File: config.mk
export PLATFORM = sky130hd
export DESIGN_NAME = cd_abus_master
export DESIGN_NICKNAME = d
export VERILOG_FILES = /design/src/rtl/cd_abus_master.sv
export SDC_FILE = /design/constraint.sdc
export NUM_CORES = 1
export LEC_CHECK = 0
export BUFFER_PORTS_ARGS = -buffer_cell sky130_fd_sc_hd__buf_2
export CAP_MARGIN = 15
export CORE_MARGIN = 2
export CORE_UTILIZATION = 50
export DETAILED_ROUTE_END_ITERATION = 10
export HOLD_SLACK_MARGIN = 0.06
export PLACE_DENSITY = 0.8
export SLEW_MARGIN = 20
export SYNTH_ARGS = -nofsm -noshare
export SYNTH_HDL_FRONTEND = slang
export SYNTH_SLANG_ARGS = --single-unit
export TNS_END_PERCENT = 30
File: constraint.sdc
create_clock -name CLK -period 2.6 [get_ports CLK]
set_clock_uncertainty 0.15 [all_clocks]
set_input_delay 0.26 -clock CLK [delete_from_list [all_inputs] [get_ports CLK]]
set_output_delay 0.26 -clock CLK [all_outputs]
set_load 0.005 [all_outputs]
File: src/rtl/cd_abus_master.sv
// cd_abus_master: single-master A-bus access engine.
// Runs one write word or a read burst of LEN+1 words, each access built from
// SETUP, STROBE and RECOV phases paced by the A-bus rising clock-enable CE_R.
// AWAIT_N stretches STROBE; a wait longer than WAIT_MAX ticks aborts with ERR.
// Ports:
//   CLK, RST_N            system clock, asynchronous active-low reset
//   CE_R, CE_F            A-bus rising/falling clock-enable pulses
//   REQ, WE, ADDR, BE,    command: start, direction, word address, byte enables,
//   WDATA, LEN, AINC      write data, burst count minus one, address increment
//   BUSY, RDATA, RVALID,  status: busy, read data + per-word valid pulse,
//   DONE, ERR             completion pulse, sticky wait-timeout error
//   AA, ADO, ADI          A-bus address, data out, data in
//   ACS2_N, ARD_N,        A-bus chip select, read strobe,
//   AWRL_N, AWRU_N        lower/upper write strobes
//   AWAIT_N               slave wait request
module cd_abus_master #(
   parameter int unsigned WAIT_MAX = 255
) (
   input  logic        CLK,
   input  logic        RST_N,
   input  logic        CE_R,
   input  logic        CE_F,
   input  logic        REQ,
   input  logic        WE,
   input  logic [13:0] ADDR,
   input  logic [1:0]  BE,
   input  logic [15:0] WDATA,
   input  logic [7:0]  LEN,
   input  logic        AINC,
   output logic        BUSY,
   output logic [15:0] RDATA,
   output logic        RVALID,
   output logic        DONE,
   output logic        ERR,
   output logic [13:0] AA,
   output logic [15:0] ADO,
   input  logic [15:0] ADI,
   output logic        ACS2_N,
   output logic        ARD_N,
   output logic        AWRL_N,
   output logic        AWRU_N,
   input  logic        AWAIT_N
);

   localparam int unsigned AW  = 14;
   localparam int unsigned DW  = 16;
   localparam int unsigned CW  = 8;
   localparam int unsigned WCW = (WAIT_MAX < 2) ? 1 : $clog2(WAIT_MAX + 1);

   typedef enum logic [1:0] {
      IDLE   = 2'd0,
      SETUP  = 2'd1,
      STROBE = 2'd2,
      RECOV  = 2'd3
   } state_t;

   state_t          state_q, state_d;
   logic [AW-1:0]   aa_q, aa_d;
   logic [DW-1:0]   ado_q, ado_d;
   logic [DW-1:0]   rdata_q, rdata_d;
   logic            rvalid_q, rvalid_d;
   logic            done_q, done_d;
   logic            err_q, err_d;
   logic            busy_q, busy_d;
   logic            we_q, we_d;
   logic [1:0]      be_q, be_d;
   logic            ainc_q, ainc_d;
   logic [CW-1:0]   cnt_q, cnt_d;
   logic [WCW-1:0]  wait_q, wait_d;
   logic            acs2_n_q, acs2_n_d;
   logic            ard_n_q, ard_n_d;
   logic            awrl_n_q, awrl_n_d;
   logic            awru_n_q, awru_n_d;

   // State and datapath registers
   always_ff @(posedge CLK or negedge RST_N) begin
      if (!RST_N) begin
         state_q  <= IDLE;
         aa_q     <= '0;
         ado_q    <= '0;
         rdata_q  <= '0;
         rvalid_q <= 1'b0;
         done_q   <= 1'b0;
         err_q    <= 1'b0;
         busy_q   <= 1'b0;
         we_q     <= 1'b0;
         be_q     <= '0;
         ainc_q   <= 1'b0;
         cnt_q    <= '0;
         wait_q   <= '0;
         acs2_n_q <= 1'b1;
         ard_n_q  <= 1'b1;
         awrl_n_q <= 1'b1;
         awru_n_q <= 1'b1;
      end else begin
         state_q  <= state_d;
         aa_q     <= aa_d;
         ado_q    <= ado_d;
         rdata_q  <= rdata_d;
         rvalid_q <= rvalid_d;
         done_q   <= done_d;
         err_q    <= err_d;
         busy_q   <= busy_d;
         we_q     <= we_d;
         be_q     <= be_d;
         ainc_q   <= ainc_d;
         cnt_q    <= cnt_d;
         wait_q   <= wait_d;
         acs2_n_q <= acs2_n_d;
         ard_n_q  <= ard_n_d;
         awrl_n_q <= awrl_n_d;
         awru_n_q <= awru_n_d;
      end
   end

   // Next-state, datapath and bus-pin decode
   always_comb begin
      state_d  = state_q;
      aa_d     = aa_q;
      ado_d    = ado_q;
      rdata_d  = rdata_q;
      rvalid_d = 1'b0;
      done_d   = 1'b0;
      err_d    = err_q;
      busy_d   = busy_q;
      we_d     = we_q;
      be_d     = be_q;
      ainc_d   = ainc_q;
      cnt_d    = cnt_q;
      wait_d   = wait_q;

      case (state_q)
         IDLE: begin
            // A REQ overlapping the DONE pulse belongs to the finished command
            if (REQ && !done_q) begin
               state_d = SETUP;
               aa_d    = ADDR;
               we_d    = WE;
               be_d    = BE;
               ainc_d  = AINC;
               cnt_d   = WE ? '0 : LEN;
               if (WE) begin
                  ado_d = WDATA;
               end
               busy_d  = 1'b1;
               err_d   = 1'b0;
            end
         end
         SETUP: begin
            if (CE_R) begin
               state_d = STROBE;
               wait_d  = '0;
            end
         end
         STROBE: begin
            if (CE_R) begin
               if (AWAIT_N) begin
                  state_d = RECOV;
                  if (!we_q) begin
                     rdata_d  = ADI;
                     rvalid_d = 1'b1;
                  end
               end else if (wait_q == WCW'(WAIT_MAX)) begin
                  // Wait timeout: drop the word and the rest of the burst
                  state_d = RECOV;
                  err_d   = 1'b1;
                  cnt_d   = '0;
               end else begin
                  wait_d = wait_q + WCW'(1);
               end
            end
         end
         RECOV: begin
            if (CE_R) begin
               if (cnt_q != '0) begin
                  state_d = SETUP;
                  cnt_d   = cnt_q - CW'(1);
                  if (ainc_q) begin
                     aa_d = aa_q + AW'(1);
                  end
               end else begin
                  state_d = IDLE;
                  busy_d  = 1'b0;
                  done_d  = 1'b1;
               end
            end
         end
         default: state_d = IDLE;
      endcase

      // Pins follow the state being entered so they change on the same edge
      acs2_n_d = !((state_d == SETUP) || (state_d == STROBE));
      ard_n_d  = !((state_d == STROBE) && !we_q);
      awrl_n_d = !((state_d == STROBE) && we_q && be_q[0]);
      awru_n_d = !((state_d == STROBE) && we_q && be_q[1]);
   end

   // Enables are expected to alternate, never overlap
   assert property (@(posedge CLK) disable iff (!RST_N) !(CE_R && CE_F))
      else $error("CE_R and CE_F asserted together");

   assign BUSY   = busy_q;
   assign RDATA  = rdata_q;
   assign RVALID = rvalid_q;
   assign DONE   = done_q;
   assign ERR    = err_q;
   assign AA     = aa_q;
   assign ADO    = ado_q;
   assign ACS2_N = acs2_n_q;
   assign ARD_N  = ard_n_q;
   assign AWRL_N = awrl_n_q;
   assign AWRU_N = awru_n_q;

endmodule
==> run_results.csv <==
group,metric,value,unit
power,pwr-share-seq,39.4,%
yosys,seq_area_frac_synth,50.5,%
clock_tree,clkLatencyLatePin,0.35,ns
timing,min_period,2.43,ns
finish,finalNetCount,627,
yosys,synth_cells,386,
finish,final-instance-count-excl-fill,659,
finish,final_cell_area,0.00514,mm^2
yosys,async_reset_ff_share,100,%
clock_tree,cts_buffer_depth,2,
global_routing,grt_max_degree,77,
worst_setup_path,startpoint_type,"register",
global_routing,grt_antenna_before_repair,0,
worst_setup_path,endpoint,"AA[6]",
global_routing,grt_pass1_wl,17400,um
yosys,yosysTopAreaCellShare,47.7,%
clock_tree,clock_sinks,76,
clock_tree,cts_setup_buffers,0,
finish,drive_gt1_share,31.3,%
status,outcome,"finished clean",
global_routing,grt_usage,26.3,%
yosys,synth_common_cells,"78 x nand2_1, 72 x dfrtp_1, 28 x o21ai_0",
run,drv_cap,0,
worst_setup_path,reg2reg_slack,0.17,ns
clock_tree,cts-root-buf,"clkbuf_8",
worst_setup_path,required,2.68,ns
global_routing,overflow,0,
detailed_routing,vias_per_cell,5.53,
yosys,synthFlopType,"dfrtp_1",
finish,n_antenna_cell,0,
clock_tree,cts_buffers,9,
floorplan,die_height,90.9,um
yosys,synthTopCellsByArea,"dfrtp_1 48%, nand2_1 7.8%, mux2_2 5.7%, o21ai_0 3.7%, dfstp_2 2.8%",
worst_setup_path,worstReg2RegEnd,"AA[6]",
detailed_routing,routed_wirelength,10500,um
floorplan,rows,31,
yosys,synth_edf_count,0,
floorplan,die_x,90.9,um
clock_tree,cts_tree,"done",
yosys,yosys.area.top_type,"dfrtp_1",
power,p_leak,0.00249,uW
place,dp.cells,596,
detailed_routing,drc_errors,0,
power,comb_power_share,42.9,%
power,p_clk_share,17.7,%
floorplan,die-area,0.00826,mm^2
clock_tree,clk_pin_slew,0.09,ns
yosys,yosysWarnings,0,
floorplan,ios,118,
yosys,ys_ff_latch,76,
power,switching_share,40.0,%
worst_setup_path,rr_startpoint,"cnt_q[0]",
timing,tns,0,ns
yosys,syn_area,0.00378,mm^2
power,vdd_drop_max,588,uV
detailed_routing,wire_per_inst,16.0,um
worst_setup_path,critPathCaptureType,"register",
yosys,synth.most_common_cell,"nand2_1",
timing,slew_viol_final,0,
yosys,syn-num-nets,458,
place,dp_slack,0.208,ns
detailed_routing,num_vias,3645,
power,power_density,1020,mW/mm^2
yosys,netlist-cell-type-count,57,
timing,tightest_slew,0.946,ns
worst_setup_path,critPathKind,"reg -> reg",
place,hpwl,6460,um
clock_tree,cts-htree-levels,3,
finish,final.fill_count,585,
worst_setup_path,slowest_delay,0.43,ns
worst_setup_path,slowest_stage,"nor4b_4",
floorplan,initial_core_util,51.8,%
power,switchingPower,2110,uW
worst_setup_path,critPathLaunch,"cnt_q[0]",
finish,areaGrowthSynthToFinish,36.2,%
worst_setup_path,r2r_cells,7,
hold_path,min_path_type,"in -> reg",
timing,rsz0062_at_grt,"false",
clock_tree,ctsResizeCount,0,
place,dpl_cell_area,0.00447,mm^2
timing,slew_headroom,37.0,%
yosys,synth_area_per_cell,9.78,um^2
timing,min_period_over_period,93.3,%
timing,setup_violations,0,
place,place.gp.congestion,0.904,
detailed_routing,drtIter0Drc,329,
timing,fin_ws,0.173,ns
timing,holdWs,0.0689,ns
place,io_buffer_count,116,
worst_setup_path,arrival,2.51,ns
detailed_routing,drtPass1Iterations,5,
floorplan,core_region_area,0.00729,mm^2
timing,fmax,412,MHz
timing,hold_viol,0,
clock_tree,ctsHoldBuffers,47,
worst_setup_path,path_max_fanout,10,
worst_setup_path,crit_chain,"inv_1 -> ha_1 -> nor4b_4 -> and2_4 -> or3_1 -> nor2_1 -> a221o_1",
global_routing,grt_pass1_vias,3665,
detailed_routing,ant_nets,0,
power,p_int,3160,uW
==> cell usage in the layout (no fill, tap or decap), drive strengths merged, types with 4 or more instances in the layout <==
master,n
and2,4
o22ai,4
nand2,78
a21oi,19
mux2,19
o21ai,32
dfrtp,72
nor2,22
clkbuf,9
nand4,6
nor3,9
buf,126
nand3,13
ha,8
and3,6
dfstp,4
nand2b,7
inv,15
dlygate4sd3,47
==> final cells by class <==
type	count	area (um^2)	area share, %
Inverter	14	52.6	1.02
Sequential cell	76	1910	37.1
Tap cell	99	124	2.41
Multi-Input combinational cell	281	1730	33.6
Clock buffer	9	124	2.41
Timing Repair Buffer	173	1130	21.9
Clock inverter	7	80.1	1.56
==> per-stage QoR <==
stage,utilization [%],total power [uW]
after global placement,61.3,4090
after global routing,70.5,5650
after CTS,70.5,5220
after floorplan,-,3400
final,70.5,5260
after detailed placement,61.3,4210
==> per-layer routing <==
metal / global-route usage [%] / up-vias / wire length [um]
li1: - / 1702 / -
met1: 33.3 / 1737 / 4340
met2: 43.2 / 179 / 5160
met3: 6.59 / 27 / 803
met4: 10.7 / 0 / 235
met5: 0 / - / 0
==> cell families (layout without fill, tap and decap cells) <==
| group | after synthesis | count (layout) | synth area share [%] |
|---|---|---|---|
| compound gates | 87 | 87 | 15.2 |
| xor+xnor | 3 | 3 | 0.696 |
| fa+ha+maj | 8 | 8 | 2.65 |
| buf+inv | 29 | 203 | 3.78 |
| flops | 76 | 76 | 50.5 |
| mux | 20 | 20 | 5.93 |
| simple gates | 163 | 163 | 21.3 |
==> critical path, delay by kind of cell, from the launching register on <==
family                     cells  cell delay, ns
buffers and inverters          1            0.10
and+or+nand+nor                4            1.13
adders and majority gates      1            0.23
AOI/OAI and AO/OA              1            0.31
DFF                            1            0.40
==> state kept, by name, indices dropped and copies added, names as in the netlist <==
signal,cells
ACS2_N,1
ARD_N,1
ainc_q,1
ERR,1
state_q,2
be_q,2
AWRL_N,1
we_q,1
RVALID,1
DONE,1
BUSY,1
RDATA,16
AA,14
ADO,16
cnt_q,8
AWRU_N,1
wait_q,8
==> power groups by stage <==
stage	clock, uW	sequential (uW)	combinational (uW)
CTS	952	2040	2230
floorplan	0	2020	1390
global placement	0	2020	2070
global route	1000	2130	2510
finish	934	2070	2260
detailed placement	0	2060	2160
==> how the worst min path moves through the flow <==
stage,start,endpoint,slack (ns),depth (start not counted)
after floorplan,RST_N,AA[0],-0.19,0
after global placement,be_q[1],AWRU_N,0.27,1
after detailed placement,be_q[0],AWRL_N,0.27,1
after CTS,LEN[5],cnt_q[5],0.07,3
after global routing,ADDR[5],AA[5],0.08,3
final,LEN[5],cnt_q[5],0.07,3
No activity file was read; power rests on OpenSTA's default activity.
